### src/rtl/alu_pipe.sv
`default_nettype none
// ============================================================================
// Module   : alu_pipe
// Brief    : 2-stage valid/ready fixed-point ALU (8 ops) with accumulator and
//            overflow flag. Define ALU_PIPE_SATURATE_EN to clamp results.
// Revision : 1.0 - initial release
// ============================================================================
module alu_pipe #(
  parameter int LEN        = 16,
  parameter int SELECT_LEN = 3,
  parameter int FRAC_BITS  = 0
) (
  input  logic                  clk,
  input  logic                  reset_n,
  input  logic                  in_valid,
  output logic                  in_ready,
  input  logic [LEN-1:0]        in1,
  input  logic [LEN-1:0]        in2,
  input  logic [LEN-1:0]        in3,
  input  logic [SELECT_LEN-1:0] select,
  input  logic                  acc_clear,
  output logic                  out_valid,
  input  logic                  out_ready,
  output logic [LEN-1:0]        out,
  output logic                  overflow
);

  localparam int c_wx = 2*LEN + 2;
  localparam logic signed [c_wx-1:0] c_max = {{(c_wx-LEN+1){1'b0}}, {(LEN-1){1'b1}}};
  localparam logic signed [c_wx-1:0] c_min = {{(c_wx-LEN+1){1'b1}}, {(LEN-1){1'b0}}};

  localparam logic [SELECT_LEN-1:0] c_op_add = SELECT_LEN'(0);
  localparam logic [SELECT_LEN-1:0] c_op_sub = SELECT_LEN'(1);
  localparam logic [SELECT_LEN-1:0] c_op_mul = SELECT_LEN'(2);
  localparam logic [SELECT_LEN-1:0] c_op_mac = SELECT_LEN'(3);
  localparam logic [SELECT_LEN-1:0] c_op_acc = SELECT_LEN'(4);
  localparam logic [SELECT_LEN-1:0] c_op_max = SELECT_LEN'(5);
  localparam logic [SELECT_LEN-1:0] c_op_lt  = SELECT_LEN'(6);

  logic signed [LEN-1:0]   w_a;
  logic signed [LEN-1:0]   w_b;
  logic signed [LEN:0]     w_sum;
  logic signed [2*LEN-1:0] w_prod;
  logic                    w_lt;
  logic [LEN-1:0]          w_pick;
  logic                    w_advance;

  logic                    r_s1_valid;
  logic                    r_s1_lt;
  logic                    r_s1_clr;
  logic [SELECT_LEN-1:0]   r_s1_op;
  logic signed [LEN:0]     r_s1_sum;
  logic signed [2*LEN-1:0] r_s1_prod;
  logic signed [LEN-1:0]   r_s1_pick;
  logic signed [LEN-1:0]   r_s1_c;

  logic signed [LEN-1:0]   r_acc;
  logic                    r_out_valid;
  logic [LEN-1:0]          r_out;
  logic                    r_ovf;

  logic signed [LEN-1:0]   w_acc_base;
  logic signed [c_wx-1:0]  w_exact;
  logic                    w_arith;
  logic                    w_ovf;
  logic [LEN-1:0]          w_res;

  assign w_a       = in1;
  assign w_b       = in2;
  assign w_advance = !r_out_valid || out_ready;
  assign in_ready  = w_advance;
  assign w_lt      = w_a < w_b;
  assign w_prod    = (w_a * w_b) >>> FRAC_BITS;

  assign out_valid = r_out_valid;
  assign out       = r_out;
  assign overflow  = r_ovf;

  // Stage 1 operand math: full-precision sum/diff, scaled product, compare.
  always_comb begin
    w_sum = {w_a[LEN-1], w_a} + {w_b[LEN-1], w_b};
    if (select == c_op_sub) begin
      w_sum = {w_a[LEN-1], w_a} - {w_b[LEN-1], w_b};
    end
    w_pick = in1;
    if ((select == c_op_max) && w_lt) begin
      w_pick = in2;
    end
  end

  always_ff @(posedge clk or negedge reset_n) begin
    if (!reset_n) begin
      r_s1_valid <= 1'b0;
      r_s1_lt    <= 1'b0;
      r_s1_clr   <= 1'b0;
      r_s1_op    <= '0;
      r_s1_sum   <= '0;
      r_s1_prod  <= '0;
      r_s1_pick  <= '0;
      r_s1_c     <= '0;
    end else if (w_advance) begin
      r_s1_valid <= in_valid;
      if (in_valid) begin
        r_s1_lt   <= w_lt;
        r_s1_clr  <= acc_clear;
        r_s1_op   <= select;
        r_s1_sum  <= w_sum;
        r_s1_prod <= w_prod;
        r_s1_pick <= w_pick;
        r_s1_c    <= in3;
      end
    end
  end

  // Stage 2: accumulator is read here, so back-to-back ACC ops chain without forwarding.
  always_comb begin
    w_acc_base = r_s1_clr ? '0 : r_acc;
    w_arith    = 1'b1;
    w_exact    = '0;
    case (r_s1_op)
      c_op_add, c_op_sub: w_exact = {{(c_wx-LEN-1){r_s1_sum[LEN]}}, r_s1_sum};
      c_op_mul: w_exact = {{2{r_s1_prod[2*LEN-1]}}, r_s1_prod};
      c_op_mac: w_exact = {{2{r_s1_prod[2*LEN-1]}}, r_s1_prod}
                        + {{(c_wx-LEN){r_s1_c[LEN-1]}}, r_s1_c};
      c_op_acc: w_exact = {{2{r_s1_prod[2*LEN-1]}}, r_s1_prod}
                        + {{(c_wx-LEN){w_acc_base[LEN-1]}}, w_acc_base};
      c_op_lt: begin
        w_exact = {{(c_wx-1){1'b0}}, r_s1_lt};
        w_arith = 1'b0;
      end
      default: begin
        w_exact = {{(c_wx-LEN){r_s1_pick[LEN-1]}}, r_s1_pick};
        w_arith = 1'b0;
      end
    endcase
    w_ovf = w_arith && ((w_exact > c_max) || (w_exact < c_min));
    w_res = w_exact[LEN-1:0];
`ifdef ALU_PIPE_SATURATE_EN
    if (w_ovf) begin
      w_res = w_exact[c_wx-1] ? c_min[LEN-1:0] : c_max[LEN-1:0];
    end
`endif
  end

  always_ff @(posedge clk or negedge reset_n) begin
    if (!reset_n) begin
      r_out_valid <= 1'b0;
      r_out       <= '0;
      r_ovf       <= 1'b0;
      r_acc       <= '0;
    end else if (w_advance) begin
      r_out_valid <= r_s1_valid;
      if (r_s1_valid) begin
        r_out <= w_res;
        r_ovf <= w_ovf;
        if (r_s1_op == c_op_acc) begin
          r_acc <= w_res;
        end
      end
    end
  end

endmodule
`default_nettype wire

### config.mk
export PLATFORM = sky130hd
export DESIGN_NAME = alu_pipe
export DESIGN_NICKNAME = d
export VERILOG_FILES = /design/src/rtl/alu_pipe.sv
export SDC_FILE = /design/constraint.sdc
export NUM_CORES = 1
export LEC_CHECK = 0
export CAP_MARGIN = 0
export CORE_AREA = 2 2 166 290
export DETAILED_ROUTE_END_ITERATION = 8
export DIE_AREA = 0 0 168 292
export PLACE_DENSITY = 0.62
export REMOVE_ABC_BUFFERS = 1
export SLEW_MARGIN = 5
export SYNTH_ARGS = -nofsm -noshare
export SYNTH_HDL_FRONTEND = slang
export SYNTH_SLANG_ARGS = --single-unit
### constraint.sdc
create_clock -name clk -period 5.4 [get_ports clk]
set_input_delay 1.08 -clock clk [delete_from_list [all_inputs] [get_ports clk]]
set_output_delay 1.08 -clock clk [all_outputs]
set_load 0.02 [all_outputs]
==> summary.txt <==
Finish
  • Register Area: 3028 sq um
  • Layout fillers: 4222
  • Share of cells above drive strength 1: 0.2332
  • Area taken by multi-input logic gates: 14470 sq um
  • Most frequent cells in the layout: inv_1 (341), nand2_1 (312), fa_1 (246)
  • Commonest non-fill, non-tap cell in the layout: inv_1
  • Area growth, synth to finish: 27.39%
  • Diodes inserted: 0
  • Fin util: 0.5065
  • Final layout net count: 2939

Timing
  • Slew Limit Fails: 0
  • Skew final: 0.01429 ns
  • Setup TNS: -13.52 ns
  • Fin crit period: 6.384 ns
  • Hold_ws: 0.4770 ns
  • Max-slew headroom: 0.3489
  • Actual slew at the worst max-slew pin: 0.9766 ns
  • Final worst slack: -0.9843 ns
  • RSZ-0062 raised after global routing: yes
  • Final hold vios: 0
  • Final setup vio count: 21
  • Fmax: 156.6 MHz
  • Final Cycle Share: 1.182

Drt
  • WL met2: 31.85 mm
  • DRC violations left: 0
  • Uppermost layer routed: met4
  • DRT iter0 DRCs: 707
  • DR vias: 16175
  • Post-route ant nets: 0
  • DRT Wirelength: 57.84 mm
  • Met3 WL: 1.791 mm
  • Pre-antenna DRT Iters: 5
  • Vias per cell: 5.267
  • Post-Route M1 WL: 20.61 mm
  • Average wire per standard cell: 18.83 um

Job
  • Max-Cap Viols: 0

Placement
  • Hpwl dp: 47.41 mm
  • GPL Wtd Cong: 0.9311
  • Buffers added on ports: 74

Worst setup path
  • Critical path class: in2reg
  • Worst Setup Start Kind: input port
  • Crit path max fanout: 5
  • CP Capture Type: register
  • Worst EP arrival: 6.74 ns
  • Critical Path RT: 5.75 ns

Hold path
  • Worst hold path class: reg2reg

Global routing
  • GR Overflow Total: 0
  • First-pass GRT wire length: 93.04 mm
  • Vias in the first global route: 17960
  • Gr usage total: 0.2435
  • Initial antenna violation count: 0
  • Pin count of the biggest net entering global routing: 57

Yosys
  • #FFs+latches synth: 121
  • Avg Cell Area, Syn: 8.601 sq um
  • Leading area contributor after synthesis: fa_1
  • Synth Warn #: 0
  • Synth Instances: 2156
  • Post-synthesis sequential area ratio: 0.1633
  • Async SR Flop Fraction: 1.000
  • Synth top area cells: fa_1 (29%), dfrtp_1 (16%), ha_1 (10%), inv_1 (7.5%), nand2_1 (6.7%)
  • Post-synth EDFFs: 0
  • Post-synthesis cell area: 18540 sq um
  • Share of the synthesized area in the top cell type: 0.2861
  • Top_reg_cell synth: dfrtp_1
  • Yosys cell types: 77

Clocking
  • H-tree depth: 4
  • CTS clock-pin slew for the worst setup and hold paths: 0.06 ns
  • CTS tree: yes
  • Worst skew pair latency: 0.45 ns
  • Clock Sinks: 121
  • CTS buffer count: 17
  • Longest Clk Path Bufs: 2
  • Clk root buf: clkbuf_16

Floorplanning
  • Top-Level Pins: 75
  • Starting Density: 0.3976
  • Core ar.: 46640 sq um
  • Die Ht: 292 um
  • DIE AREA: 49060 sq um
  • Die X: 168 um
  • Cell Rows: 105

Run status
  • Status: finished, violations left
  • Failing checks: negative setup slack
Yosys cell counts (4+ instances only):
cell type / instances
inv_1: 370
nand2_1: 333
fa_1: 265
ha_1: 148
dfrtp_1: 121
o21ai_0: 114
a21oi_1: 107
nor2_1: 94
and2_1: 82
clkbuf_1: 79
xnor2_1: 41
nand2b_1: 33
xor2_1: 30
a21o_1: 25
nor3_1: 25
mux2_2: 24
mux2i_1: 22
nand3_1: 17
a221oi_1: 15
nand4_1: 15
o21bai_1: 14
a22oi_1: 13
and3_1: 13
a31oi_1: 12
a211oi_1: 11
nor2b_1: 11
o211ai_1: 11
o21a_1: 9
o221ai_1: 6
o31ai_1: 6
or2_2: 6
buf_2: 5
a41oi_1: 4
buf_4: 4
or3_1: 4
registers in the layout, summed over array words and instances (netlist names), 3 cells and up:
| signal | flops |
|---|---|
| r_s1_prod | 32 |
| r_s1_sum | 17 |
| out | 16 |
| r_acc | 16 |
| r_s1_c | 16 |
| r_s1_pick | 16 |
| r_s1_op | 3 |
final timing paths:
path / from / end / slack (ns) / cells past startpoint
max in group asynchronous: reset_n / r_s1_prod[2] / 3.73 / 2
worst min-delay path: r_s1_c[3] / r_s1_c[3] / 0.48 / 2
min in group asynchronous: reset_n / out[11] / 0.63 / 1
worst max register to register: r_s1_op[1] / overflow / 0.25 / 16
worst min register to register: r_s1_c[3] / r_s1_c[3] / 0.48 / 2
worst max-delay path: in1[15] / r_s1_prod[30] / -0.98 / 25
worst max-delay path: stages:
cell	delay, ns
dlygate4sd2_1	0.24
buf_6	0.13
nand2_4	0.07
inv_2	0.05
fa_1	0.55
inv_1	0.06
fa_1	0.53
inv_1	0.05
fa_1	0.48
inv_1	0.06
fa_1	0.52
fa_1	0.43
fa_1	0.50
inv_2	0.05
ha_4	0.27
buf_6	0.10
o21ai_1	0.06
a32oi_1	0.20
a31oi_1	0.13
buf_4	0.17
o31a_1	0.26
nand2b_4	0.17
a311oi_2	0.28
nor3_1	0.08
o31ai_1	0.20
stage by stage:
step / instance area, sq um / setup WS, ns / cells
3_3_place_gp: 21530 / -2.213 / 2973
3_5_place_dp: 21530 / -2.298 / 2973
5_1_grt: 23620 / -1.169 / 3071
4_1_cts: 23250 / -1.042 / 3060
6_report: 23620 / -0.9843 / 3071
2_1_floorplan: 18190 / -1.340 / 2067
area by class of cell:
type,count,area share
inverter,373,0.05937
sequential,121,0.1282
timing repair buffer,384,0.1428
clock buffer,17,0.01801
tap,588,0.03114
clock inverter,15,0.007892
multi-input combinational,1573,0.6126
routing by layer:
metal  global-route usage  up-vias
li1                     -     7547
met1               0.2456     8029
met2               0.4758      412
met3              0.02467      187
met4               0.1432        0
met5                    0        -
cell families (layout without fill, tap and decap cells):
| kind of cell | count (synthesis) | after routing | synth area share |
|---|---|---|---|
| AND/OR/NAND/NOR | 654 | 654 | 0.1623 |
| buffers and inverters | 462 | 789 | 0.09466 |
| adder cells (fa/ha/maj) | 413 | 413 | 0.3859 |
| AO/OA/AOI/OAI | 389 | 389 | 0.1339 |
| flip-flops | 121 | 121 | 0.1633 |
| XOR/XNOR | 71 | 71 | 0.03353 |
| multiplexers | 46 | 46 | 0.02645 |
timing repair:
| item | 4_1_cts | 5_1_grt |
|---|---|---|
| hold buffers | 0 | 0 |
| gates resized for setup | 306 | 91 |
| pin swaps | 142 | 65 |
| endpoints found under the setup margin | 25 | 23 |
| buffers inserted | 54 | 16 |
| gates cloned | 2 | 0 |
Power is left out: the tool's default activity adds up to more than one toggle a clock period on the data nets, which glitch-free logic cannot reach.
